## config.mk

```make
export PLATFORM = sky130hd
export DESIGN_NAME = sipo_deserializer_flat
export DESIGN_NICKNAME = d
export VERILOG_FILES = /design/src/rtl/sipo_deserializer_if.sv /design/src/rtl/sipo_deserializer.sv /design/src/flat_wrapper.sv
export SDC_FILE = /design/constraint.sdc
export NUM_CORES = 1
export LEC_CHECK = 0
export ABC_AREA = 1
export BUFFER_PORTS_ARGS = -buffer_cell sky130_fd_sc_hd__buf_2
export CAP_MARGIN = 30
export CORE_ASPECT_RATIO = 1.1
export CORE_MARGIN = 2
export CORE_UTILIZATION = 53
export DETAILED_ROUTE_END_ITERATION = 6
export PLACE_DENSITY = 0.73
export SLEW_MARGIN = 0
export SYNTH_ARGS = -nofsm -noshare
export SYNTH_HDL_FRONTEND = slang
export SYNTH_SLANG_ARGS = --single-unit
```

## constraint.sdc

```tcl
create_clock -name clk -period 1.35 [get_ports clk]
set_input_delay 0.135 -clock clk [delete_from_list [all_inputs] [get_ports clk]]
set_output_delay 0.135 -clock clk [all_outputs]
set_load 0.01 [all_outputs]
```

## src/rtl/sipo_deserializer_if.sv

```systemverilog
// ============================================================================
// Module      : sipo_deserializer_if
// Description : Serial input, control and valid/ready word output bundle of
//               the SIPO deserializer.
// Revision    : 1.0  initial release
// ============================================================================
`default_nettype none

interface sipo_deserializer_if #(
  parameter int WIDTH = 8
);
  logic             sin;
  logic             sin_en;
  logic             clr;
  logic [WIDTH-1:0] pout;
  logic             pout_valid;
  logic             out_ready;
  logic             busy;
  logic             overrun;

  // Producer/consumer side: drives serial bits, control and ready.
  modport master (
    output sin, sin_en, clr, out_ready,
    input  pout, pout_valid, busy, overrun
  );

  // Deserializer side.
  modport slave (
    input  sin, sin_en, clr, out_ready,
    output pout, pout_valid, busy, overrun
  );
endinterface

`default_nettype wire

```

## src/rtl/sipo_deserializer.sv

```systemverilog
// ============================================================================
// Module      : sipo_deserializer
// Description : Serial-in / parallel-out capture stage. Assembles WIDTH bits
//               MSB-first and presents them on a double-buffered valid/ready
//               port, flagging words lost to a stalled consumer (overrun).
// Revision    : 1.0  initial release
// ============================================================================
`default_nettype none

module sipo_deserializer #(
  parameter int WIDTH = 8
) (
  input  wire logic             clk,
  input  wire logic             rst,
  sipo_deserializer_if.slave    bus
);

  localparam int CW = $clog2(WIDTH + 1);

  typedef enum logic [0:0] {
    IDLE  = 1'b0,
    SHIFT = 1'b1
  } state_t;

  state_t           r_state;
  state_t           w_state_nxt;
  logic [WIDTH-1:0] r_sr;
  logic [WIDTH-1:0] w_sr_nxt;
  logic [CW-1:0]    r_cnt;
  logic [CW-1:0]    w_cnt_nxt;
  logic [WIDTH-1:0] w_word;
  logic             w_complete;
  logic [WIDTH-1:0] r_pout;
  logic             r_pout_valid;
  logic             r_overrun;

  // Word as it stands once the bit sampled on this edge is shifted in.
  assign w_word = {r_sr[WIDTH-2:0], bus.sin};

  // Next-state, shift and bit-count decode; completion fires on the last bit.
  always_comb begin
    w_state_nxt = r_state;
    w_sr_nxt    = r_sr;
    w_cnt_nxt   = r_cnt;
    w_complete  = 1'b0;
    if (bus.sin_en) begin
      w_sr_nxt = w_word;
      case (r_state)
        IDLE: begin
          w_state_nxt = SHIFT;
          w_cnt_nxt   = CW'(1);
        end
        SHIFT: begin
          if (r_cnt == CW'(WIDTH - 1)) begin
            w_complete  = 1'b1;
            w_state_nxt = IDLE;
            w_cnt_nxt   = '0;
          end else begin
            w_cnt_nxt = r_cnt + CW'(1);
          end
        end
        default: begin
          w_state_nxt = IDLE;
          w_cnt_nxt   = '0;
        end
      endcase
    end
  end

  // State, shift register and bit counter; clr aborts any partial word.
  always_ff @(posedge clk or posedge rst) begin
    if (rst) begin
      r_state <= IDLE;
      r_sr    <= '0;
      r_cnt   <= '0;
    end else if (bus.clr) begin
      r_state <= IDLE;
      r_sr    <= '0;
      r_cnt   <= '0;
    end else begin
      r_state <= w_state_nxt;
      r_sr    <= w_sr_nxt;
      r_cnt   <= w_cnt_nxt;
    end
  end

  // Output holding buffer: load, drop-with-overrun, or consume, in that order.
  always_ff @(posedge clk or posedge rst) begin
    if (rst) begin
      r_pout       <= '0;
      r_pout_valid <= 1'b0;
      r_overrun    <= 1'b0;
    end else if (bus.clr) begin
      // pout deliberately keeps its last value; only the valid flag drops.
      r_pout_valid <= 1'b0;
      r_overrun    <= 1'b0;
    end else if (w_complete && (!r_pout_valid || bus.out_ready)) begin
      r_pout       <= w_word;
      r_pout_valid <= 1'b1;
    end else if (w_complete) begin
      r_overrun <= 1'b1;
    end else if (r_pout_valid && bus.out_ready) begin
      r_pout_valid <= 1'b0;
    end
  end

  assign bus.pout       = r_pout;
  assign bus.pout_valid = r_pout_valid;
  assign bus.overrun    = r_overrun;
  assign bus.busy       = (r_state == SHIFT);

endmodule

`default_nettype wire

```

## src/flat_wrapper.sv

```systemverilog
// flat-port wrapper written by rule: the top's interface ports become plain ports
module sipo_deserializer_flat 
#(
  parameter int WIDTH = 8
)
  (clk, rst, bus_sin, bus_sin_en, bus_clr, bus_out_ready, bus_pout, bus_pout_valid, bus_busy, bus_overrun);
  sipo_deserializer_if #(.WIDTH(WIDTH)) bus_i ();
  input  wire logic clk;
  input  wire logic rst;
  input wire logic [$bits(bus_i.sin)-1:0] bus_sin;
  input wire logic [$bits(bus_i.sin_en)-1:0] bus_sin_en;
  input wire logic [$bits(bus_i.clr)-1:0] bus_clr;
  input wire logic [$bits(bus_i.out_ready)-1:0] bus_out_ready;
  output wire logic [$bits(bus_i.pout)-1:0] bus_pout;
  output wire logic [$bits(bus_i.pout_valid)-1:0] bus_pout_valid;
  output wire logic [$bits(bus_i.busy)-1:0] bus_busy;
  output wire logic [$bits(bus_i.overrun)-1:0] bus_overrun;
  assign bus_i.sin = bus_sin;
  assign bus_i.sin_en = bus_sin_en;
  assign bus_i.clr = bus_clr;
  assign bus_i.out_ready = bus_out_ready;
  assign bus_pout = bus_i.pout;
  assign bus_pout_valid = bus_i.pout_valid;
  assign bus_busy = bus_i.busy;
  assign bus_overrun = bus_i.overrun;
  sipo_deserializer #(.WIDTH(WIDTH)) u_core (.clk(clk), .rst(rst), .bus(bus_i));
endmodule
```

== Word-level counts from Yosys, hierarchy flattened ==
Cells that the tools add are included.

* Add/sub/neg operators: 1
* Equal/unequal tests: 3
* Muxes and demuxes: 20
* Bitwise logic cells: 2
* Reductions and logical operators: 10

{| class="wikitable"
|+ Operators with widths
! cell !! count
|-
| $mux 7 || 2
|-
| $mux 1 || 13
|-
| $mux 4 || 3
|-
| $pmux 4 s2 || 1
|-
| $reduce_and 2->1 || 3
|-
| $add 4x1->4 const B || 1
|-
| $eq 4x3->1 const B || 1
|-
| $reduce_bool 2->1 || 2
|-
| $ne 3x3->1 const B || 1
|-
| $reduce_bool 3->1 || 1
|-
| $logic_and 1x1->1 || 2
|-
| $ne 2x2->1 const B || 1
|-
| $not 1->1 || 2
|-
| $pmux 1 s2 || 1
|-
| $logic_not 1->1 || 1
|-
| $logic_or 1x1->1 || 1
|}

* Flip-flop bits (word level): 22
* Bits of input ports: 6
* Output and inout port bits: 11
* Word-level logic and storage cells: 42

== Longest topological paths before layout ==
* Depth after elaboration: 7
* Mapped depth: 6
* Depth with buffers taken out: 6

== Worst setup path after synthesis ==
OpenSTA, ideal clock, no wires.

* Path type: reg-to-reg
* Start point: register u_core.r_cnt[0]
* End point: register u_core.r_pout[0], in the netlist u_core.bus.pout[0]
* Library setup time: 0.117 ns
* Data arrival time: 1.073 ns
* Required time: 1.233 ns
* Setup slack: 0.160 ns
* Cell stages (with the launch flop): 7
* Buffers on the path: 0
* Clock period less this slack: 1.190 ns
* Path through: dfrtp_1 -> ha_1 -> nand2_1 -> nor3_4 -> nand3_2 -> nand2_1 -> nand2_1

* Word-level cells in the longest chain between the ends: 6

{| class="wikitable"
|+ Ends and longest elaborated chain
! item !! line !! RTL
|-
| from (decl) || sipo_deserializer.sv:29 || <nowiki>logic [CW-1:0] r_cnt;</nowiki>
|-
| from (signal assigned) || sipo_deserializer.sv:83 || <nowiki>r_cnt <= w_cnt_nxt;</nowiki>
|-
| $eq 4x3->1 || sipo_deserializer.sv:54 || <nowiki>if (r_cnt == CW'(WIDTH - 1)) begin</nowiki>
|-
| $mux 1 || sipo_deserializer.sv:54 ||
|-
| $mux 1 || sipo_deserializer.sv:48 || <nowiki>case (r_state)</nowiki>
|-
| $mux 1 || sipo_deserializer.sv:46 || <nowiki>if (bus.sin_en) begin</nowiki>
|-
| $logic_and 1x1->1 || sipo_deserializer.sv:97 || <nowiki>end else if (w_complete && (!r_pout_valid || bus.out_ready)) begin</nowiki>
|-
| $reduce_and 2->1 (no source line) || n/a ||
|-
| to (signal assigned) || sipo_deserializer.sv:98 || <nowiki>r_pout <= w_word;</nowiki>
|-
| to (decl) || sipo_deserializer.sv:33 || <nowiki>logic [WIDTH-1:0] r_pout;</nowiki>
|}

Every way passes these cells.
A chain may end at the register's enable or synchronous reset.

== Final worst setup path ==
* Start point: register u_core.r_cnt[0]
* End point: register u_core.r_pout_valid, in the netlist u_core.bus.pout_valid

* Word-level cells in the longest chain between the ends: 7
* Elaborated cells between the ends (all ways): 10
* Those cells by class: 2 x eq/ne; 5 x mux; 3 x reduce/logical

{| class="wikitable"
|+ Ends and longest elaborated chain
! item !! line !! RTL
|-
| $eq 4x3->1 * || sipo_deserializer.sv:54 ||
|-
| $mux 1 * || sipo_deserializer.sv:54 ||
|-
| $mux 1 * || sipo_deserializer.sv:48 ||
|-
| $mux 1 * || sipo_deserializer.sv:46 ||
|-
| $logic_and 1x1->1 || sipo_deserializer.sv:97 ||
|-
| $ne 3x3->1 (no source line) (tied with other cells) || n/a ||
|-
| $reduce_and 2->1 (no source line) or $mux 1 (tied branches) || n/a ||
|-
| to (signal assigned) || sipo_deserializer.sv:95 || <nowiki>r_pout_valid <= 1'b0;</nowiki>
|-
| to (signal assigned) || sipo_deserializer.sv:99 || <nowiki>r_pout_valid <= 1'b1;</nowiki>
|-
| to (signal assigned) || sipo_deserializer.sv:103 || <nowiki>r_pout_valid <= 1'b0;</nowiki>
|-
| to (decl) || sipo_deserializer.sv:34 || <nowiki>logic r_pout_valid;</nowiki>
|}

Mark *: on every way between the ends. The rest lies on a longest branch, timed or not.

==> metrics.md <==
| Metric | Value |
|---|---|
| Yosys cell types | `23` |
| Final slew viol count | `0` |
| Largest net degree at the start of global routing | `23` |
| Unrepaired setup endpoints after global routing | `true` |
| Register area share after synthesis | `55.42%` |
| Antenna diodes | `0` |
| Fin. Hold Viols | `0` |
| Worst Max-Slew Pin Slew | `0.3499 ns` |
| Multi-input logic area | `394.1 sq um` |
| Maxcap violations | `0` |
| HPWL Detailed | `~1300 microns` |
| Post-synth top cells | `27 x nand2_1, 22 x dfrtp_1, 15 x inv_1` |
| Routability cong. | `roughly 0.84` |
| Root Driver | `clkbuf_4` |
| Core Box Area | `0.001782 sq mm` |
| Fillers | `146` |
| Crit Path Category | `reg -> reg` |
| Failing checks | `setup timing` |
| NumNets Final | `139` |
| CTS max path bufs | `2` |
| Tcrit/Tclk final | `101.3%` |
| Vias per cell | `5.443` |
| Proportion of layout cells with a drive suffix above 1 | `33.59%` |
| Power consumption | `1302 uW` |
| Relative slew slack | `76.59%` |
| Crit path DAT | `1.62 ns` |
| CTS clk-pin slew, worst paths | `0.12 ns` |
| Antenna violations before repair | `0` |
| Register-to-register setup slack | `-0.02 ns` |
| Total CTS buffers | `3` |
| Maximum VDD drop | `723.6 uV` |
| Post-synth top area share | `55.42%` |
| Most common cell in the netlist | `nand2_1` |
| Endpoints failing setup | `2` |
| WP data required | `between 1.5 and 2 ns` |
| Vias in the first global route | `approximately 750` |
| Dpl cell area | `0.001092 sq mm` |
| CTS H-tree depth | `1` |
| Drt pass-1 iters | `4` |
| Die area | `0.002237 sq mm` |
| Congestion Overflow GR | `0` |
| Final wirelength | `around 2000 microns` |
| Iter 0 DRT Violations | `31` |
| Status | `finished, violations left` |
| Die width | `between 40 and 50 microns` |
| Number of I/O port buffers | `16` |
| Clk sink count | `22` |
| First-pass GRT wire length | `3236 microns` |
| Pwr/cell area | `1064 mW/mm^2` |
| Number of flops mapped to enable cells by yosys | `0` |
| Wire length per cell | `13.15 microns` |
| Residual DRC | `0` |
| Place WS | `0.03299 ns` |
| Final WS setup | `-0.01766 ns` |
| Worst Path Max Fanout | `5` |
| Post-synthesis instance total | `106` |
| Crit start category | `flip-flop` |
| Antenna-violating nets left | `0` |
| Post-Syn Area | `roughly 990 sq um` |
| F_max | `731.2 MHz` |
| Top FF cell, synth | `dfrtp_1` |
| Design Area, Final | `0.001224 sq mm` |
| Synth area leaders | `dfrtp_1 55%, nand2_1 10%, inv_1 5.7%` |
| Mean Syn Cell Area | `about 9.4 sq um` |
| Top Ports | `17` |
| Leak | `0.0006486 uW` |
| Synthesized flop and latch total | `22` |
| Synth warn | `0` |
| Worst skew pair latency | `~0.31 ns` |
| Initial core utilization | `55.76%` |
| CTS tree | `built` |
| Die Height | `49.41 microns` |
| Asr flop ratio synth | `100.0%` |
| Setup Skew | `0.001235 ns` |
| Syn Nets | `113` |
| Setup TNS | `-0.02869 ns` |
| Row cnt | `16` |
| Crit path time final | `roughly 1.4 ns` |
| Worst Setup End Kind | `flip-flop` |
| Cell accounting for the most synthesized area | `dfrtp_1` |
| Layout area overhead | `23.17%` |
| Total global-route track usage | `20.21%` |
| Hold/Removal Path Class | `in -> reg` |
| DR vias | `about 800` |
| Reg area | `about 550 sq um` |
## registers in the layout (all words and copies together) (netlist names)
name,flops
u_core.bus.busy,1
u_core.bus.overrun,1
u_core.bus.pout,8
u_core.bus.pout_valid,1
u_core.r_cnt,4
u_core.r_sr,7
## final cells by class
class	count	area share (%)
inverter	18	5.521
clock inverter	1	2.454
sequential	22	44.99
tap	18	1.840
multi-input combinational	64	32.21
clock buffer	3	1.840
timing repair buffer	23	11.15
## worst max-delay path, stage by stage, from the launching register on
cell     delay, ns
dfrtp_1       0.46
ha_4          0.18
nand2_4       0.06
nor3_4        0.21
buf_2         0.22
nand2_2       0.06
a21oi_2       0.12
## metrics by stage
stage | hold WS, ns | instances | util, %
final | 0.05723 | 149 | 68.68
after global routing | 0.06246 | 149 | 68.68
after CTS | 0.05162 | 145 | 64.82
after detailed placement | 0.1893 | 140 | 61.31
after global placement | 0.1761 | 140 | 61.31
after floorplan | 0.1242 | 106 | -
## routing by layer
metal | routed length, microns | track usage [%]
met1 | 885 | 26.94
met2 | 950 | 29.52
met3 | 75 | 5.556
met4 | 48 | 10.29
met5 | 0 | 0
## cell families (layout without fill, tap and decap cells)
| family | count (synthesis) | count (layout) | share of synthesized area [%] |
|---|---|---|---|
| buffers and inverters | 20 | 45 | 8.690 |
| flip-flops | 22 | 22 | 55.42 |
| adder cells (fa/ha/maj) | 1 | 1 | 1.259 |
| XOR/XNOR | 1 | 1 | 0.8818 |
| AO/OA/AOI/OAI | 12 | 12 | 8.186 |
| AND/OR/NAND/NOR | 50 | 50 | 25.57 |
## report_power, final
group / internal [uW] / switching, uW / leakage (uW)
combinational: 39.1 / 68.1 / 0.000319
clock: 300 / 203 / 0.0000279
sequential: 674 / 17.4 / 0.000302
## what timing repair did
action / in CTS / in global routing
hold buffers: 1 / 0
setup buffers: 0 / 3
setup endpoints to repair: 0 / 10
hold endpoints to repair: 22 / 0
gates resized for setup: 0 / 10
## cells in the final DEF, fill, tap and decap left out
cell type	netlist	layout
o21ai_0	1	1
o21ai_2	1	1
o22ai_1	5	5
nand4_1	9	9
dfrtp_1	22	22
buf_6	1	1
nand2_4	0	1
inv_2	3	3
bufinv_16	0	1
dlygate4sd3_1	0	1
inv_1	15	15
o21ai_1	2	2
nor2_1	4	4
nor2_2	1	1
nand3_4	0	1
nor3_4	1	1
nor2_4	2	2
ha_4	0	1
clkbuf_4	0	3
nand3_1	4	4
o22ai_2	1	1
nand2_2	1	5
nand2_1	27	22
a21oi_1	1	1
buf_4	1	4
a21oi_2	1	1
xnor2_1	1	1
buf_2	0	17
## path summary, 6_finish.rpt
path	startpoint	endpoint	cells after the start
hold reg to reg	u_core.bus.pout[0]	u_core.bus.pout[0]	2
min in group asynchronous	rst	u_core.bus.overrun	4
setup reg to reg	u_core.r_cnt[0]	u_core.bus.pout_valid	6
max in group asynchronous	rst	u_core.r_sr[3]	4
hold / removal	bus_sin	u_core.r_sr[0]	3
setup / recovery	u_core.r_cnt[0]	u_core.bus.pout_valid	6
No activity file was read; power rests on OpenSTA's default activity.
